[config.mk]
export PLATFORM = sky130hd
export DESIGN_NAME = nibble_serial_subtractor
export DESIGN_NICKNAME = d
export VERILOG_FILES = /design/src/rtl/nibble_serial_subtractor.sv
export SDC_FILE = /design/constraint.sdc
export NUM_CORES = 1
export LEC_CHECK = 0
export ABC_AREA = 0
export CORE_AREA = 3 3 74 76
export CTS_CLUSTER_SIZE = 30
export DETAILED_ROUTE_END_ITERATION = 8
export DIE_AREA = 0 0 77 79
export GPL_TIMING_DRIVEN = 0
export MAX_ROUTING_LAYER = met4
export PLACE_DENSITY = 0.82
export SLEW_MARGIN = 20
export SYNTH_ARGS = -nofsm -noshare
export SYNTH_HDL_FRONTEND = slang
export SYNTH_SLANG_ARGS = --single-unit
[constraint.sdc]
create_clock -name clk_i -period 8.1 [get_ports clk_i]
set_clock_uncertainty 0.1 [all_clocks]
set_input_delay 1.215 -clock clk_i [delete_from_list [all_inputs] [get_ports clk_i]]
set_output_delay 1.215 -clock clk_i [all_outputs]
set_load 0.02 [all_outputs]
[src/rtl/nibble_serial_subtractor.sv]
// Multi-cycle a - b - bin, one nibble per clock through a single 4-bit borrow-lookahead slice.
// Optional signed overflow output is built only when NIBBLE_SUB_OVF_EN is defined.
module nibble_serial_subtractor #(
  parameter int WIDTH = 16
) (
  input  logic             clk_i,
  input  logic             rst_n_i,
  input  logic             start_i,
  input  logic [WIDTH-1:0] a_i,
  input  logic [WIDTH-1:0] b_i,
  input  logic             bin_i,
  output logic             busy_o,
  output logic             done_o,
  output logic [WIDTH-1:0] diff_o,
  output logic             bout_o,
  output logic             zero_o,
  output logic             ovf_o
);
  localparam int N    = WIDTH / 4;
  localparam int IDXW = $clog2(N);

  typedef enum logic [1:0] {IDLE, BUSY, DONE} state_t;

  state_t           state_q, state_d;
  logic [IDXW-1:0]  idx_q, idx_d;
  logic [WIDTH-1:0] a_q, a_d, b_q, b_d, diff_q, diff_d, diff_nxt;
  logic             br_q, br_d, bout_q, bout_d, zero_q, zero_d;
  logic             accept, last;
  logic [3:0]       a4, b4, g, p, d4;
  logic [4:0]       c;

  assign accept = start_i && (state_q != BUSY);
  assign last   = (state_q == BUSY) && (idx_q == IDXW'(N-1));

  always_ff @(posedge clk_i) begin
    if (!rst_n_i) state_q <= IDLE;
    else          state_q <= state_d;
  end

  always_comb begin
    state_d = state_q;
    case (state_q)
      IDLE:    if (start_i) state_d = BUSY;
      BUSY:    if (last)    state_d = DONE;
      DONE:    state_d = start_i ? BUSY : IDLE;
      default: state_d = IDLE;
    endcase
  end

  always_comb begin
    busy_o = (state_q == BUSY);
    done_o = (state_q == DONE);
  end

  // Borrow lookahead: generate when a<b, propagate when a==b, flattened per bit.
  always_comb begin
    a4   = a_q[{idx_q, 2'b00} +: 4];
    b4   = b_q[{idx_q, 2'b00} +: 4];
    g    = ~a4 & b4;
    p    = ~(a4 ^ b4);
    c[0] = br_q;
    c[1] = g[0] | (p[0] & c[0]);
    c[2] = g[1] | (p[1] & g[0]) | (p[1] & p[0] & c[0]);
    c[3] = g[2] | (p[2] & g[1]) | (p[2] & p[1] & g[0]) | (p[2] & p[1] & p[0] & c[0]);
    c[4] = g[3] | (p[3] & g[2]) | (p[3] & p[2] & g[1]) | (p[3] & p[2] & p[1] & g[0])
         | (p[3] & p[2] & p[1] & p[0] & c[0]);
    d4   = a4 ^ b4 ^ c[3:0];
    diff_nxt = diff_q;
    diff_nxt[{idx_q, 2'b00} +: 4] = d4;
  end

`ifdef NIBBLE_SUB_OVF_EN
  logic ovf_q, ovf_d;
`endif

  always_comb begin
    a_d    = a_q;
    b_d    = b_q;
    br_d   = br_q;
    idx_d  = idx_q;
    diff_d = diff_q;
    bout_d = bout_q;
    zero_d = zero_q;
`ifdef NIBBLE_SUB_OVF_EN
    ovf_d  = ovf_q;
`endif
    if (accept) begin
      a_d    = a_i;
      b_d    = b_i;
      br_d   = bin_i;
      idx_d  = '0;
      diff_d = '0;
      bout_d = 1'b0;
      zero_d = 1'b0;
`ifdef NIBBLE_SUB_OVF_EN
      ovf_d  = 1'b0;
`endif
    end else if (state_q == BUSY) begin
      diff_d = diff_nxt;
      br_d   = c[4];
      idx_d  = idx_q + 1'b1;
      if (last) begin
        bout_d = c[4];
        zero_d = (diff_nxt == '0);
`ifdef NIBBLE_SUB_OVF_EN
        ovf_d  = (a_q[WIDTH-1] != b_q[WIDTH-1]) & (diff_nxt[WIDTH-1] != a_q[WIDTH-1]);
`endif
      end
    end
  end

  always_ff @(posedge clk_i) begin
    if (!rst_n_i) begin
      a_q    <= '0;
      b_q    <= '0;
      br_q   <= 1'b0;
      idx_q  <= '0;
      diff_q <= '0;
      bout_q <= 1'b0;
      zero_q <= 1'b0;
    end else begin
      a_q    <= a_d;
      b_q    <= b_d;
      br_q   <= br_d;
      idx_q  <= idx_d;
      diff_q <= diff_d;
      bout_q <= bout_d;
      zero_q <= zero_d;
    end
  end

`ifdef NIBBLE_SUB_OVF_EN
  always_ff @(posedge clk_i) begin
    if (!rst_n_i) ovf_q <= 1'b0;
    else          ovf_q <= ovf_d;
  end
  assign ovf_o = ovf_q;
`else
  assign ovf_o = 1'b0;
`endif

  assign diff_o = diff_q;
  assign bout_o = bout_q;
  assign zero_o = zero_q;
endmodule

==> metrics.md <==
| Metric | Value |
|---|---|
| Status | finished, final reports clean |
| Longest Clk Path Bufs | 2 |
| Final setup viols | 0 |
| Reg clk slew, reported paths | 0.09 ns |
| Post-route cell area | 0.00331 sq mm |
| Max stage delay on crit path | 0.64 ns |
| Crit-path cells | nand2b_1, buf_6, inv_1, buf_2, clkdlybuf4s50_1 |
| WP data required | 6.78 ns |
| Placement Rows | 25 |
| Die height | 79 microns |
| Setup ws final | 4.84 ns |
| Htree depth | 2 |
| Final Critical Period | 3.26 ns |
| Layout area overhead | 27.1% |
| Final period util | 40.3% |
| VDD IR max | 0.000103 V |
| DRT Pass-1 Iters | 4 |
| Routed Antenna Nets | 0 |
| Avg WL per Cell | 14.2 microns |
| Antenna Cells | 0 |
| CTS tree | yes |
| CP Max Fanout | 10 |
| Reg2Reg Setup Slack | 4.96 ns |
| Core area | 0.00479 sq mm |
| Relative slew slack | 55.5% |
| WS Path Type | reg2out |
| Total Power | 543 uW |
| Slew @ Worst Pin | 0.668 ns |
| Post-CTS setup buffers | 0 |
| Setup TNS | 0 ns |
| Global-route wire length before repair | 10.3 mm |
| Clock Root Buffer | clkbuf_8 |
| Num Clock Sinks | 55 |
| Nets@finish | 404 |
| Largest net degree at the start of global routing | 16 |
| Non-Filler Instances | 425 |
| Num CTS Buffers | 5 |
| Arr. time, crit path | 1.95 ns |
| Number of global-route vias before repair | 2300 |
| FMAX | 306 MHz |
| Hold_buf cts | 0 |
| Initial antenna violation count | 0 |
| Synthesized Nets | 343 |
| Total grt overflow | 0 |
| Starting DRT DRC Count | 108 |
| Synth Flop Type | dfxtp_1 |
| Synth Instances | 296 |
| Count of boundary I/O pins | 57 |
| Netlist cell types | 42 |
| Worst Setup End Kind | output pin |
| Starting Density | 54.4% |
| CP max stage cell | clkdlybuf4s50_1 |
| Post-DP HPWL | 4.61 mm |
| PwrDens | 164 mW/mm^2 |
| Warnings, synthesis | 0 |
| Vias | 2311 |
| Final core area utilization | 69.2% |
| Place WS | 5.04 ns |
| Cell Area, Placed | 0.00323 sq mm |
| RSZ-0062 raised after global routing | no |
| Hold Crit Class | reg2reg |
| Post_cts resized | 0 |
| Avg Synthesized Cell Area | 8.80 sq um |
| Post-synth EDFFs | 0 |
| Filler Cell Count | 408 |
| Dpl cells | 417 |
| GPL Wtd Cong | 0.848 |
| Die W | 77 microns |
| Max Cap Violations | 0 |
| Count of final hold-check violations | 0 |
| Hold_ws | 0.363 ns |
| Fraction of layout cells with a size suffix above 1 | 8.10% |
| Full die area | 0.00608 sq mm |
| Sequential share of the synthesized area | 42.3% |
| Critical Path Start Type | register |
| GRT Util Overall | 21.5% |
| # DRC | 0 |
| Final Max Slew Viols | 0 |
| Mapped cell area | 0.00260 sq mm |
| Fraction of registers with async set/reset | 0% |
| Clk_lat worst skew | 0.31 ns |
| IO buf count | 54 |
| Pleak | 1.22 nW |
| DR vias/cell | 5.44 |
| Routed wire length | 6.04 mm |
| Yosys reg bits | 55 |
[report_power, final]
group / switching, mW / internal (mW) / leakage [nW]
Combinational: 0.0572 / 0.0507 / 0.730
Sequential: 0.00750 / 0.282 / 0.449
Clock: 0.0844 / 0.0609 / 0.0422
[critical path, delay by kind of cell, from the launching register on]
family	cells	cell delay, ns
buffers and inverters	4	1.18
DFF	1	0.32
and+or+nand+nor	1	0.14
[final cells by class]
type                            count  area [sq um]  area share, %
Multi-Input combinational cell    215          1380           41.7
Sequential cell                    55          1100           33.3
Timing Repair Buffer               54           541           16.3
Buffer                             18          91.3           2.76
Tap cell                           67          83.8           2.53
Clock buffer                        7          76.3           2.31
Inverter                            8          30.0          0.907
Clock inverter                      1          5.00          0.151
[state kept, by name, summed over array words and instances (netlist names)]
signal,count
b_q,16
a_q,16
bout_o,1
zero_o,1
state_q,2
br_q,1
idx_q,2
diff_o,16
[placed cells by master (no fill, tap or decap), types with 2 or more instances in the layout]
cell / synthesis / routed
nor2_1: 14 / 14
a21boi_1: 6 / 6
nor2_2: 2 / 2
ha_1: 10 / 10
a21oi_1: 8 / 8
xnor2_1: 2 / 2
mux4_2: 8 / 8
a22oi_1: 7 / 7
a2bb2oi_1: 2 / 2
dfxtp_1: 55 / 55
clkdlybuf4s50_1: 0 / 54
buf_2: 7 / 7
nand2b_1: 2 / 2
nor4_1: 5 / 5
mux2i_1: 2 / 2
a21boi_0: 27 / 27
clkbuf_1: 8 / 10
clkbuf_8: 0 / 5
nand2_1: 84 / 84
inv_1: 8 / 8
o22ai_1: 5 / 5
buf_4: 2 / 2
nand3_1: 3 / 3
and2_1: 3 / 3
nor3_1: 5 / 5
and3_1: 3 / 3
[per-layer routing]
metal  vias to the layer above  wire length, microns  GRT usage, %
li1                       1140                     -             -
met1                      1070                  2500          23.4
met2                        86                  3120          38.9
met3                        15                   316          4.42
met4                         0                   108          8.19
met5                         -                     0             -
[synthesized netlist by cell type (2+ instances only)]
| cell | number | area, sq um |
|---|---|---|
| nor3_1 | 5 | 25.0 |
| nor4_1 | 5 | 31.3 |
| nand3_1 | 3 | 15.0 |
| a2bb2oi_1 | 2 | 17.5 |
| xnor2_1 | 2 | 17.5 |
| mux2i_1 | 2 | 20.0 |
| and2_1 | 3 | 18.8 |
| a21boi_0 | 27 | 203 |
| and3_1 | 3 | 18.8 |
| nor2_1 | 14 | 52.6 |
| ha_1 | 10 | 125 |
| nand2b_1 | 2 | 12.5 |
| clkbuf_1 | 8 | 30.0 |
| a21oi_1 | 8 | 40.0 |
| dfxtp_1 | 55 | 1100 |
| a21boi_1 | 6 | 45.0 |
| a22oi_1 | 7 | 52.6 |
| buf_2 | 7 | 35.0 |
| nand2_1 | 84 | 315 |
| inv_1 | 8 | 30.0 |
| buf_4 | 2 | 15.0 |
| o22ai_1 | 5 | 31.3 |
| mux4_2 | 8 | 180 |
| nor2_2 | 2 | 12.5 |
[worst paths after layout]
check,startpoint,endpoint,cells after the start
min reg2reg,b_q[8],b_q[8],2
min,b_q[8],b_q[8],2
max,state_q[1],busy_o,5
max reg2reg,idx_q[0],zero_o,10
[logic make-up (layout without fill, tap and decap cells)]
kind of cell,after synthesis,count (layout),share of synthesized area [%]
and+or+nand+nor,126,126,20.9
buffers and inverters,26,88,4.66
other,1,1,0.144
muxes,10,10,7.69
AOI/OAI and AO/OA,64,64,17.7
DFF,55,55,42.3
xor gates and xnor gates,3,3,1.01
adders and majority gates,11,11,5.57
Note: power is estimated with default switching activity, not from simulation.
